$ cat src/rtl/matrix_pkg.sv
// Shared encodings for the 3x3 matrix ALU sequencer: op codes, ALU select map,
// sequencer state enum and element count.
package matrix_pkg;

    localparam int N_ELEM = 9;
    localparam int IDXW   = 4;

    localparam logic [2:0] OP_TRANS = 3'd0;
    localparam logic [2:0] OP_ADD   = 3'd1;
    localparam logic [2:0] OP_SUB   = 3'd2;
    localparam logic [2:0] OP_MUL   = 3'd3;
    localparam logic [2:0] OP_SCALE = 3'd4;
    localparam logic [2:0] OP_DET   = 3'd5;

    localparam int SEL_E_BASE  = 0;
    localparam int SEL_F_BASE  = 9;
    localparam int SEL_G_BASE  = 18;
    localparam int SEL_DET     = 27;
    localparam int SEL_OP_BASE = 28;
    localparam int SEL_C       = 40;

    typedef enum logic [2:0] {
        ST_IDLE   = 3'd0,
        ST_LOAD_C = 3'd1,
        ST_LOAD_E = 3'd2,
        ST_LOAD_F = 3'd3,
        ST_EXEC   = 3'd4,
        ST_READ   = 3'd5
    } state_t;

endpackage

$ cat src/rtl/mat_idx_counter.sv
// Element index counter 0..N_ELEM-1; saturates at the last element, clr has priority.
module mat_idx_counter
    import matrix_pkg::*;
(
    input  logic            clk,
    input  logic            reset,
    input  logic            clr,
    input  logic            inc,
    output logic [IDXW-1:0] idx,
    output logic            is_last
);

    assign is_last = (idx == IDXW'(N_ELEM - 1));

    always_ff @(posedge clk or posedge reset) begin
        if (reset) begin
            idx <= '0;
        end else if (clr) begin
            idx <= '0;
        end else if (inc && !is_last) begin
            idx <= idx + 1'b1;
        end
    end

endmodule

$ cat src/rtl/matrix_op_sequencer.sv
// Sequences one matrix ALU operation: loads c/E/F, issues the op for one cycle, streams results.
// Optional TIMEOUT_EN aborts a load that sees TIMEOUT_CYC consecutive cycles without in_valid.
module matrix_op_sequencer
    import matrix_pkg::*;
#(
    parameter int DW   = 32,
    parameter int SELW = 6
`ifdef TIMEOUT_EN
    ,
    parameter int TIMEOUT_CYC = 1024
`endif
) (
    input  logic            clk,
    input  logic            reset,
    input  logic            cmd_valid,
    output logic            cmd_ready,
    input  logic [2:0]      cmd_op,
    input  logic            in_valid,
    output logic            in_ready,
    input  logic [DW-1:0]   in_data,
    output logic            out_valid,
    input  logic            out_ready,
    output logic [DW-1:0]   out_data,
    output logic            out_last,
    output logic [SELW-1:0] alu_sel,
    output logic [DW-1:0]   alu_ele_in,
    input  logic [DW-1:0]   alu_ele_out,
    output logic            busy,
    output logic            err,
    output state_t          state_dbg
);

    // All three ports use valid/ready: a word moves on a rising edge where both
    // are high; the producer holds data stable while valid && !ready.

    state_t           state, state_next;
    logic [2:0]       op_q;
    logic [IDXW-1:0]  idx;
    logic             is_last;
    logic             idx_inc;
    logic             err_c;
    logic             timeout;
    logic             needs_f;

    assign needs_f    = (op_q == OP_ADD) || (op_q == OP_SUB) || (op_q == OP_MUL);
    assign busy       = (state != ST_IDLE);
    assign out_data   = alu_ele_out;
    assign alu_ele_in = in_data;
    assign state_dbg  = state;

    mat_idx_counter u_idx (
        .clk     (clk),
        .reset   (reset),
        .clr     (state_next != state),
        .inc     (idx_inc),
        .idx     (idx),
        .is_last (is_last)
    );

`ifdef TIMEOUT_EN
    localparam int TW = $clog2(TIMEOUT_CYC);
    logic [TW-1:0] idle_cnt;
    logic          in_load;

    assign in_load = (state == ST_LOAD_C) || (state == ST_LOAD_E) || (state == ST_LOAD_F);
    assign timeout = in_load && !in_valid && (idle_cnt == TW'(TIMEOUT_CYC - 1));

    always_ff @(posedge clk or posedge reset) begin
        if (reset) begin
            idle_cnt <= '0;
        end else if (!in_load || in_valid || timeout) begin
            idle_cnt <= '0;
        end else begin
            idle_cnt <= idle_cnt + 1'b1;
        end
    end
`else
    assign timeout = 1'b0;
`endif

    always_ff @(posedge clk or posedge reset) begin
        if (reset) begin
            state <= ST_IDLE;
            op_q  <= '0;
            err   <= 1'b0;
        end else begin
            state <= state_next;
            err   <= err_c;
            if (state == ST_IDLE && cmd_valid) begin
                op_q <= cmd_op;
            end
        end
    end

    // alu_sel carries a load index only on an accepted beat, so stalls leave ALU latches intact.
    always_comb begin
        state_next = state;
        cmd_ready  = 1'b0;
        in_ready   = 1'b0;
        out_valid  = 1'b0;
        out_last   = 1'b0;
        alu_sel    = SELW'(SEL_DET);
        idx_inc    = 1'b0;
        err_c      = 1'b0;
        case (state)
            ST_IDLE: begin
                cmd_ready = 1'b1;
                if (cmd_valid) begin
                    if (cmd_op > OP_DET)          err_c      = 1'b1;
                    else if (cmd_op == OP_SCALE)  state_next = ST_LOAD_C;
                    else                          state_next = ST_LOAD_E;
                end
            end
            ST_LOAD_C: begin
                in_ready = 1'b1;
                if (in_valid) begin
                    alu_sel    = SELW'(SEL_C);
                    state_next = ST_LOAD_E;
                end
            end
            ST_LOAD_E: begin
                in_ready = 1'b1;
                if (in_valid) begin
                    alu_sel = SELW'(SEL_E_BASE + int'(idx));
                    idx_inc = 1'b1;
                    if (is_last) state_next = needs_f ? ST_LOAD_F : ST_EXEC;
                end
            end
            ST_LOAD_F: begin
                in_ready = 1'b1;
                if (in_valid) begin
                    alu_sel = SELW'(SEL_F_BASE + int'(idx));
                    idx_inc = 1'b1;
                    if (is_last) state_next = ST_EXEC;
                end
            end
            ST_EXEC: begin
                alu_sel    = SELW'(SEL_OP_BASE + int'(op_q));
                state_next = ST_READ;
            end
            ST_READ: begin
                out_valid = 1'b1;
                if (op_q == OP_DET) begin
                    out_last = 1'b1;
                    if (out_ready) state_next = ST_IDLE;
                end else begin
                    alu_sel  = SELW'(SEL_G_BASE + int'(idx));
                    out_last = is_last;
                    idx_inc  = out_ready;
                    if (out_ready && is_last) state_next = ST_IDLE;
                end
            end
            default: state_next = ST_IDLE;
        endcase
        if (timeout) begin
            state_next = ST_IDLE;
            err_c      = 1'b1;
        end
    end

endmodule

$ cat config.mk
export PLATFORM = sky130hd
export DESIGN_NAME = matrix_op_sequencer
export DESIGN_NICKNAME = d
export VERILOG_FILES = /design/src/rtl/matrix_pkg.sv /design/src/rtl/mat_idx_counter.sv /design/src/rtl/matrix_op_sequencer.sv
export SDC_FILE = /design/constraint.sdc
export NUM_CORES = 1
export LEC_CHECK = 0
export BUFFER_PORTS_ARGS = -buffer_cell sky130_fd_sc_hd__buf_2
export CAP_MARGIN = 15
export CORE_UTILIZATION = 38
export DETAILED_ROUTE_END_ITERATION = 10
export GPL_TIMING_DRIVEN = 0
export PLACE_DENSITY = 0.83
export SLEW_MARGIN = 20
export SYNTH_ARGS = -nofsm -noshare
export SYNTH_HDL_FRONTEND = slang
export SYNTH_SLANG_ARGS = --single-unit
$ cat constraint.sdc
create_clock -name clk -period 2.2 [get_ports clk]
set_input_delay 0.11 -clock clk [delete_from_list [all_inputs] [get_ports clk]]
set_output_delay 0.11 -clock clk [all_outputs]
set_load 0.05 [all_outputs]
==> results of run 1 <==
==> power groups by stage <==
stage / combinational (mW) / sequential [mW] / clock (mW)
6_report: 1.81 / 0.380 / 0.203
5_1_grt: 1.93 / 0.391 / 0.217
4_1_cts: 1.77 / 0.378 / 0.208
3_5_place_dp: 1.74 / 0.374 / 0
3_3_place_gp: 1.71 / 0.375 / 0
2_1_floorplan: 1.37 / 0.403 / 0
==> flip-flops by register name (all words and copies together) (netlist names) <==
register   cells
u_idx.idx      4
op_q           3
state_dbg      3
err            1
==> placed cells by master (no fill, tap or decap), types with 2 or more instances in the layout <==
master,instances
buf_6,2
buf_2,86
nand3_1,4
nand3b_1,3
mux2_2,3
a31oi_1,4
a21oi_1,14
mux2i_1,3
buf_4,68
clkbuf_1,2
nor2_1,15
nor2b_1,5
clkbuf_8,5
dfrtp_1,9
o21ai_0,5
nand2_1,10
ha_1,5
or3_1,4
inv_1,7
dfrtp_2,2
nor3_1,4
nand2b_1,3
==> metrics by stage <==
stage	setup slack, ns	power, mW	TNS (ns)	hold slack (ns)	area, µm²
final	0.04738	2.392	0	0.1495	2253
after global routing	-0.01246	2.541	-0.01246	0.1554	2253
after CTS	0.01144	2.358	0	0.1467	2228
after detailed placement	0.1604	2.111	0	0.1311	2151
after global placement	0.1823	2.087	0	0.1234	2151
after floorplan	-0.1356	1.770	-0.4638	-0.03756	1658
==> cell families after synthesis <==
| group | count (synthesis) | share of synthesized area (%) |
|---|---|---|
| buffers and inverters | 80 | 35.22 |
| AND/OR/NAND/NOR | 59 | 21.01 |
| AO/OA/AOI/OAI | 41 | 17.42 |
| flip-flops | 11 | 16.81 |
| multiplexers | 6 | 3.896 |
| adder cells (fa/ha/maj) | 6 | 4.584 |
| XOR/XNOR | 2 | 1.070 |
==> critical path, cell delays in order, from the launching register on <==
cell and delay, ns:
dfrtp_2 0.46, ha_4 0.20, ha_1 0.27, or3_1 0.35, a221o_2 0.37, buf_6 0.16
==> routing by layer <==
layer / vias to the layer above / GRT usage (%)
li1: 835 / -
met3: 8 / 1.520
met4: 0 / 7.979
met5: - / 0
met1: 749 / 21.90
met2: 99 / 29.95
==> worst max path at each step <==
| stage | cells after the start | startpoint | endpoint |
|---|---|---|---|
| finish | 5 | u_idx.idx[2]$_DFFE_PP0P_ | alu_sel[3] |
| detailed placement | 5 | u_idx.idx[2]$_DFFE_PP0P_ | alu_sel[3] |
| floorplan | 5 | state_dbg[2]$_DFF_PP0_ | op_q[0]$_DFFE_PP0P_ |
| CTS | 5 | u_idx.idx[1]$_DFFE_PP0P_ | alu_sel[3] |
| global placement | 5 | u_idx.idx[2]$_DFFE_PP0P_ | alu_sel[3] |
| global route | 5 | u_idx.idx[2]$_DFFE_PP0P_ | alu_sel[3] |
==> area by class of cell <==
cell class | count | share of cell area (%)
Timing Repair Buffer | 89 | 20.49
Clock buffer | 4 | 1.999
Buffer | 72 | 24.32
Inverter | 8 | 1.444
Tap cell | 50 | 2.776
Sequential cell | 11 | 12.33
Multi-Input combinational cell | 114 | 36.65
==> timing repair <==
action	CTS	global route
gates resized for setup	6	3
setup endpoints to repair	3	6
hold buffers	1	0
hold endpoints to repair	11	0
pin swaps	0	1
setup buffers	0	2
==> impl_metrics.toml, run 1 <==
[synthesis]
ys_ff_latch = 11
syn_nets = 283
yosys.area.top_type = "buf_4"
yosys_warnings = 0
synth-edff-count = 0
yosysTopAreaCellShare_pct = 30.25
synthArstFlopShare_pct = 100.0
yosys-top-cells-count = "buf_4, nor2_1, a21oi_1"
syn_avg_cell_area_um2 = 7.989
syn_area_um2 = 1638
yosysSeqAreaShare_pct = 16.81
synth_ff_type = "dfrtp_1"
yosysMostFrequentCell = "buf_4"
synth_area_leaders = "buf_4, dfrtp_1, a21oi_1"
synth_cell_types = 50
netlist_instances = 205

[cells_and_area]
multi_input_area_um2 = 825.8
fin_cells = 348
layout-drive-gt1-share_pct = 62.08
fill_cells = 384
nNetsFinal = 377
final_util_pct = 55.54
regArea_um2 = 277.8
syn_to_final_growth_pct = 37.59
diodes = 0

[grt]
grt_pass1_vias = 1352
track_usage_pct = 17.49
grt_max_degree = 12
grt_overflow = 0
antenna_found_initial = 0
grt_pass1_wl_um = 6078

[route]
via_per_inst = 4.859
avgRoutedWirePerCell_um = 12.07
highest_layer = "met4"
drtAntennaViolNets = 0
drt_iter0_drc = 100
first_pass_iters = 5
wl_met1_um = 1673
wl_met3_um = 367
met2WireLength_um = 2084
drcViolationCount = 0
num_vias = 1691
drt_wl_total_um = 4199

[setup_path]
critical_path_required_ns = 2.09
criticalPathCategory = "reg -> out"
r2r_end = "u_idx.idx[2]$_DFFE_PP0P_"
crit_arrival_ns = 2.04
rr_worst_depth = 7
r2r-start = "u_idx.idx[0]$_DFFE_PP0P_"
cp_max_fo = 7
critPathCaptureType = "output port"
ff2ff_setup_slack_ns = 0.16
critPathLaunchType = "flop"

[power_and_ir_drop]
vdd_drop_max_mv = 0.3453
pwr-share-comb_pct = 75.6
p_leak_nw = 1.223
power.switching_mw = 1.344
seqPwrFrac_pct = 15.9
p_int_mw = 1.048
power_frac_clock_pct = 8.5
powerDensity_nw_per_um2 = 1062
sw_frac_of_total_pct = 56.19

[sta]
setup_viol_count_final = 0
skew_ns = 0.001687
fin_crit_sh_pct = 97.85
grt_setup_unrepaired = "yes"
slew_headroom_pct = 65.62
hold_violations = 0
slew_violations = 0
fmax_ghz = 0.4646
worst_pin_slew_ns = 0.5028
fin_crit_ns = 2.153

[clock_tree]
cts_made_buffers = 3
cts_max_level = 1
path_clk_slew_ns = 0.05
cts_max_path_buffers = 2
clk_latency_ns = 0.23
cts_root_buf = "clkbuf_8"
clock-sinks = 11
cts_tree = "built"

[floorplan]
die_area_um2 = 4577
start_util_pct = 40.36
fp.dieW_um = 67.65
core_area_um2 = 4058
row_count = 23
die_h_um = 67.65
io_pins = 151

[worst_hold_path]
hold_depth = 2
hold_class = "in -> reg"
min_from = "cmd_op[0]"
whs_endpoint = "op_q[0]$_DFFE_PP0P_"

[placed_design]
io_buffers = 86
gp_congestion = 0.9074
dpl.cell_count = 341
dp_hpwl_um = 3352

[flow_run]
drv_cap = 0

[run_status]
outcome = "complete, no violations"
No activity file was read; power rests on OpenSTA's default activity.
==> run 2: changes to the inputs <==
--- a/config.mk
+++ b/config.mk
@@ -10,7 +10,8 @@
 export CORE_UTILIZATION = 38
 export DETAILED_ROUTE_END_ITERATION = 10
 export GPL_TIMING_DRIVEN = 0
-export PLACE_DENSITY = 0.83
+export PLACE_DENSITY_LB_ADDON = 0.12
+export SETUP_SLACK_MARGIN = 0.4
 export SLEW_MARGIN = 20
 export SYNTH_ARGS = -nofsm -noshare
 export SYNTH_HDL_FRONTEND = slang
==> constraint.sdc (replaced) <==
create_clock -name clk -period 2.2 [get_ports clk]
set_input_delay 0.44 -clock clk [delete_from_list [all_inputs] [get_ports clk]]
set_output_delay 0.44 -clock clk [all_outputs]
set_load 0.05 [all_outputs]
==> run 2 against run 1 <==
Net effect:
- the flow now finishes with violations (negative setup slack)
- clock power is 3% higher
- via count is 8.3% higher
- non-clock buffer count is 21 higher
- wire length is 26% higher
- first-iteration DRC count is 30% lower
- fmax is 6.0% lower
- setup slack worse by 0.14 ns
- sequential share of layout area is 2.3 points lower
- critical path type unchanged
- highest routed layer unchanged
==> impl_metrics.toml, run 2 (synthesized netlist as in run 1, its figures left out) <==
[run_status]
outcome = "finished with violations"
violations = "negative setup slack"

[route]
drtAntennaViolNets = 0
drcViolationCount = 0
via_per_inst = 4.962
drt_iter0_drc = 70
avgRoutedWirePerCell_um = 14.32
drt_wl_total_um = 5285
first_pass_iters = 4
num_vias = 1831

[sta]
grt_setup_unrepaired = "yes"
setup_viol_count_final = 3
slew_headroom_pct = 68.47
fmax_ghz = 0.4366
slew_violations = 0
worst_pin_slew_ns = 0.4724
skew_ns = 0.006406
fin_crit_sh_pct = 104.1
hold_violations = 0
fin_crit_ns = 2.291
worst_slack_ns = -0.09067

[clock_tree]
cts_made_buffers = 3
cts_max_level = 1
cts_tree = "built"
clk_latency_ns = 0.24
path_clk_slew_ns = 0.06
cts_max_path_buffers = 2
cts_root_buf = "clkbuf_8"
clock-sinks = 11

[floorplan]
core_area_um2 = 4058
fp.dieW_um = 67.65
row_count = 23
die_h_um = 67.65
start_util_pct = 40.36
die_area_um2 = 4577
io_pins = 151

[cells_and_area]
fin_cells = 369
nNetsFinal = 398
final_cell_mix = "buf_4, buf_2, nor2_1"
final_util_pct = 69.84
multi_input_area_um2 = 1066
diodes = 0
mostFrequentLayoutCell = "buf_4"
layout-drive-gt1-share_pct = 75.55
syn_to_final_growth_pct = 73.03
regArea_um2 = 282.8
fill_cells = 340
regMostFlops = "u_idx.idx"
largest_register_ffs = 4

[setup_path]
crit_arrival_ns = 1.85
criticalPathCategory = "reg -> out"
cp_max_fo = 2
critPathLaunchType = "flop"
critPathCaptureType = "output port"
critical_path_required_ns = 1.76

[power_and_ir_drop]
power_frac_clock_pct = 6.5
power.total_mw = 3.245
powerDensity_nw_per_um2 = 1145
sw_frac_of_total_pct = 51.13
pwr-share-comb_pct = 81.6
power.switching_mw = 1.659
vdd_drop_max_mv = 0.5893
p_int_mw = 1.586
seqPwrFrac_pct = 11.9
p_leak_nw = 1.417

[placed_design]
io_buffers = 86
gp_congestion = 0.9369
dp_hpwl_um = 3846
dpl.cell_count = 341
post-place-ws_ns = 0.005351

[worst_hold_path]
hold_class = "in -> async"

[flow_run]
drv_cap = 0

[grt]
grt_pass1_wl_um = 7590
grt_pass1_vias = 1605
antenna_found_initial = 0
grt_overflow = 0
track_usage_pct = 22.17
grt_max_degree = 12
==> run 2: cell count changes in the layout (fill, tap and decap cells not counted), moves of 4 or more <==
cell	previous run	this run
dfrtp_1	9	5
buf_6	2	12
ha_1	5	1
buf_2	86	75
ha_4	1	5
buf_4	68	82
dfrtp_2	2	6
buf_8	0	8
inv_1	7	3
==> run 2: power by group through the flow <==
stage,clock [mW],combinational (mW),sequential [mW]
after floorplan,0,1.61,0.423
after global placement,0,1.98,0.397
after detailed placement,0,1.99,0.397
after CTS,0.212,2.43,0.375
after global routing,0.227,2.78,0.397
final,0.210,2.65,0.388
==> run 2: final timing paths <==
| kind | start | end | slack (ns) | cells after the start |
|---|---|---|---|---|
| worst max register to register | state_dbg[2]$_DFF_PP0_ | u_idx.idx[3]$_DFFE_PP0P_ | 0.08 | 10 |
| worst min register to register | op_q[1]$_DFFE_PP0P_ | op_q[1]$_DFFE_PP0P_ | 0.63 | 1 |
| min in group clk | cmd_op[2] | op_q[2]$_DFFE_PP0P_ | 0.47 | 2 |
| worst max-delay path | u_idx.idx[1]$_DFFE_PP0P_ | alu_sel[3] | -0.09 | 5 |
| worst min-delay path | reset | op_q[0]$_DFFE_PP0P_ | 0.20 | 2 |
| max in group asynchronous | reset | u_idx.idx[2]$_DFFE_PP0P_ | 1.65 | 2 |
==> run 2: routing by layer <==
metal	global-route usage [%]	share of wire [%]	vias to the layer above
li1	-	-	881
met1	28.08	40	829
met2	39.36	51	115
met3	1.858	7.4	6
met4	6.383	1.2	0
met5	0	0	-
==> run 2: stage by stage <==
step | setup TNS [ns] | instance area [µm²] | hold WS (ns)
2_1_floorplan | 0 | 1844 | 0.2922
3_3_place_gp | 0 | 2337 | 0.4730
3_5_place_dp | 0 | 2337 | 0.4782
4_1_cts | -0.1813 | 2718 | 0.2191
5_1_grt | -0.3195 | 2834 | 0.2482
6_report | -0.1639 | 2834 | 0.2008
==> run 2: worst max-delay path: stages, from the launching register on <==
cell	delay (ns)
dfrtp_2	0.42
ha_4	0.18
ha_4	0.20
or3_1	0.30
a221o_2	0.35
buf_8	0.15
==> run 2: what timing repair did <==
item                                    in CTS  in global routing
hold buffers                                 0                  0
endpoints found under the setup margin      16                 18
pin swaps                                   11                 12
gates resized for setup                     50                 19
buffers inserted                            18                  6
==> run 2: final cells by class <==
| type | instances | area share [%] |
|---|---|---|
| multi-input combinational | 114 | 37.62 |
| buffer | 72 | 21.28 |
| inverter | 8 | 1.634 |
| clock buffer | 4 | 1.589 |
| sequential | 11 | 9.978 |
| tap | 50 | 2.208 |
| timing repair buffer | 110 | 25.70 |
==> run 3: changes to the inputs <==
--- a/config.mk
+++ b/config.mk
@@ -7,7 +7,7 @@
 export LEC_CHECK = 0
 export BUFFER_PORTS_ARGS = -buffer_cell sky130_fd_sc_hd__buf_2
 export CAP_MARGIN = 15
-export CORE_UTILIZATION = 38
+export CORE_UTILIZATION = 41
 export DETAILED_ROUTE_END_ITERATION = 10
 export GPL_TIMING_DRIVEN = 0
 export PLACE_DENSITY_LB_ADDON = 0.12
==> constraint.sdc (replaced) <==
create_clock -name clk -period 2.8 [get_ports clk]
set_input_delay 0.56 -clock clk [delete_from_list [all_inputs] [get_ports clk]]
set_output_delay 0.56 -clock clk [all_outputs]
set_load 0.05 [all_outputs]
==> run 3 against run 2 <==
Net effect:
- the run now ends clean
- clock skew fell by 0.0044 ns
- die area fell by 7.1%
- setup slack improved by 0.41 ns
- total power decreased by 35%
- non-clock buffer count down 12
- critical path depth unchanged
==> impl_metrics.toml, run 3 (synthesized netlist as in run 1, its figures left out) <==
[clock_tree]
cts_made_buffers = 3
clock-sinks = 11
cts_tree = "built"
clk_latency_ns = 0.23
cts_max_level = 1
cts_hold_buf = 0
path_clk_slew_ns = 0.05
cts_root_buf = "clkbuf_8"
cts_max_path_buffers = 2

[power_and_ir_drop]
powerDensity_nw_per_um2 = 871.7
power.total_mw = 2.120
vdd_drop_max_mv = 0.3616
p_leak_nw = 1.284

[sta]
worst_slack_ns = 0.3190
fin_crit_sh_pct = 88.61
tns_ns = 0
slew_headroom_pct = 68.01
fin_crit_ns = 2.481
worst_pin_slew_ns = 0.4799
fmax_ghz = 0.4031
grt_setup_unrepaired = "yes"
slew_violations = 0
setup_viol_count_final = 0
hold_violations = 0
skew_ns = 0.002016

[floorplan]
die_area_um2 = 4252
start_util_pct = 43.75
core_area_um2 = 3744
row_count = 22
die_h_um = 65.21
fp.dieW_um = 65.21
io_pins = 151

[cells_and_area]
mostFrequentLayoutCell = "buf_2"
diodes = 0
final_cell_area_um2 = 2432
nNetsFinal = 386
regArea_um2 = 281.5
syn_to_final_growth_pct = 48.51
multi_input_area_um2 = 894.6
largest_register_ffs = 4
layout-drive-gt1-share_pct = 68.08
final_cell_mix = "buf_2, buf_4, nor2_1"
fill_cells = 358
regMostFlops = "u_idx.idx"

[flow_run]
drv_cap = 0

[route]
drt_iter0_drc = 69
drtAntennaViolNets = 0
num_vias = 1723
via_per_inst = 4.854
drt_wl_total_um = 4548
drcViolationCount = 0
avgRoutedWirePerCell_um = 12.81
first_pass_iters = 5

[placed_design]
io_buffers = 86
gp_congestion = 0.8806
post_dp_cell_area_um2 = 2172
dp_hpwl_um = 3540
post-place-ws_ns = 0.3223

[setup_path]
critPathCaptureType = "output port"
criticalPathCategory = "reg -> out"
cp_max_fo = 2
critPathLaunchType = "flop"
critical_path_required_ns = 2.24
crit_arrival_ns = 1.92

[run_status]
outcome = "complete, no violations"

[grt]
grt_overflow = 0
antenna_found_initial = 0
grt_max_degree = 12
grt_pass1_wl_um = 6789
track_usage_pct = 20.31
grt_pass1_vias = 1502

[worst_hold_path]
hold_class = "in -> async"
==> run 3: cell types whose count changed in the layout (fill, tap and decap cells not counted), sizes merged <==
cell and delta:
clkbuf -2, buf -10
==> run 3: final cells by class <==
type                            instances  area share [%]
Tap cell                               48           2.469
Sequential cell                        11           11.57
Inverter                                8           1.389
Timing Repair Buffer                   98           22.69
Clock buffer                            4           1.852
Buffer                                 72           23.25
Multi-Input combinational cell        114           36.78
==> run 3: worst paths after layout <==
path / startpoint / cells after the start / slack [ns] / to
worst max-delay path: u_idx.idx[2]$_DFFE_PP0P_ / 5 / 0.32 / alu_sel[3]
worst min-delay path: reset / 2 / 0.32 / u_idx.idx[1]$_DFFE_PP0P_
worst max register to register: u_idx.idx[1]$_DFFE_PP0P_ / 8 / 0.74 / u_idx.idx[2]$_DFFE_PP0P_
worst min register to register: op_q[0]$_DFFE_PP0P_ / 1 / 0.62 / op_q[0]$_DFFE_PP0P_
max in group asynchronous: reset / 2 / 2.15 / state_dbg[0]$_DFF_PP0_
min in group clk: cmd_op[0] / 2 / 0.60 / op_q[0]$_DFFE_PP0P_
==> run 3: per-layer routing <==
| metal | part of all wire [%] | global-route usage [%] |
|---|---|---|
| met5 | 0 | 0 |
| met1 | 39 | 25.82 |
| met4 | 0 | 3.261 |
| met3 | 9.5 | 1.910 |
| met2 | 51 | 37.24 |
==> run 3: what timing repair did <==
action,4_1_cts,5_1_grt
endpoints found under the setup margin,4,5
gates resized for setup,18,18
gates cloned,0,0
setup buffers,6,6
pin swaps,4,4
==> run 3: power breakdown <==
part | switching (mW) | internal (mW) | leakage (nW) | total [mW]
combinational | 0.987 | 0.674 | 1.13 | 1.66
clock | 0.0570 | 0.0998 | 0.0228 | 0.157
sequential | 0.0797 | 0.223 | 0.130 | 0.303
total | 1.12 | 0.997 | 1.28 | 2.12
==> run 3: stage by stage <==
step | hold WS [ns] | instances | utilization [%]
floorplan | 0.4122 | 205 | -
CTS | 0.3279 | 349 | 62.33
global placement | 0.5773 | 339 | 58.02
global route | 0.3537 | 355 | 64.97
detailed placement | 0.5840 | 339 | 58.02
finish | 0.3196 | 355 | 64.97
==> run 3: critical path, stage by stage (launching register included) <==
cell,delay [ns]
dfrtp_2,0.43
ha_4,0.18
ha_4,0.20
or3_1,0.37
a221o_2,0.36
buf_8,0.15
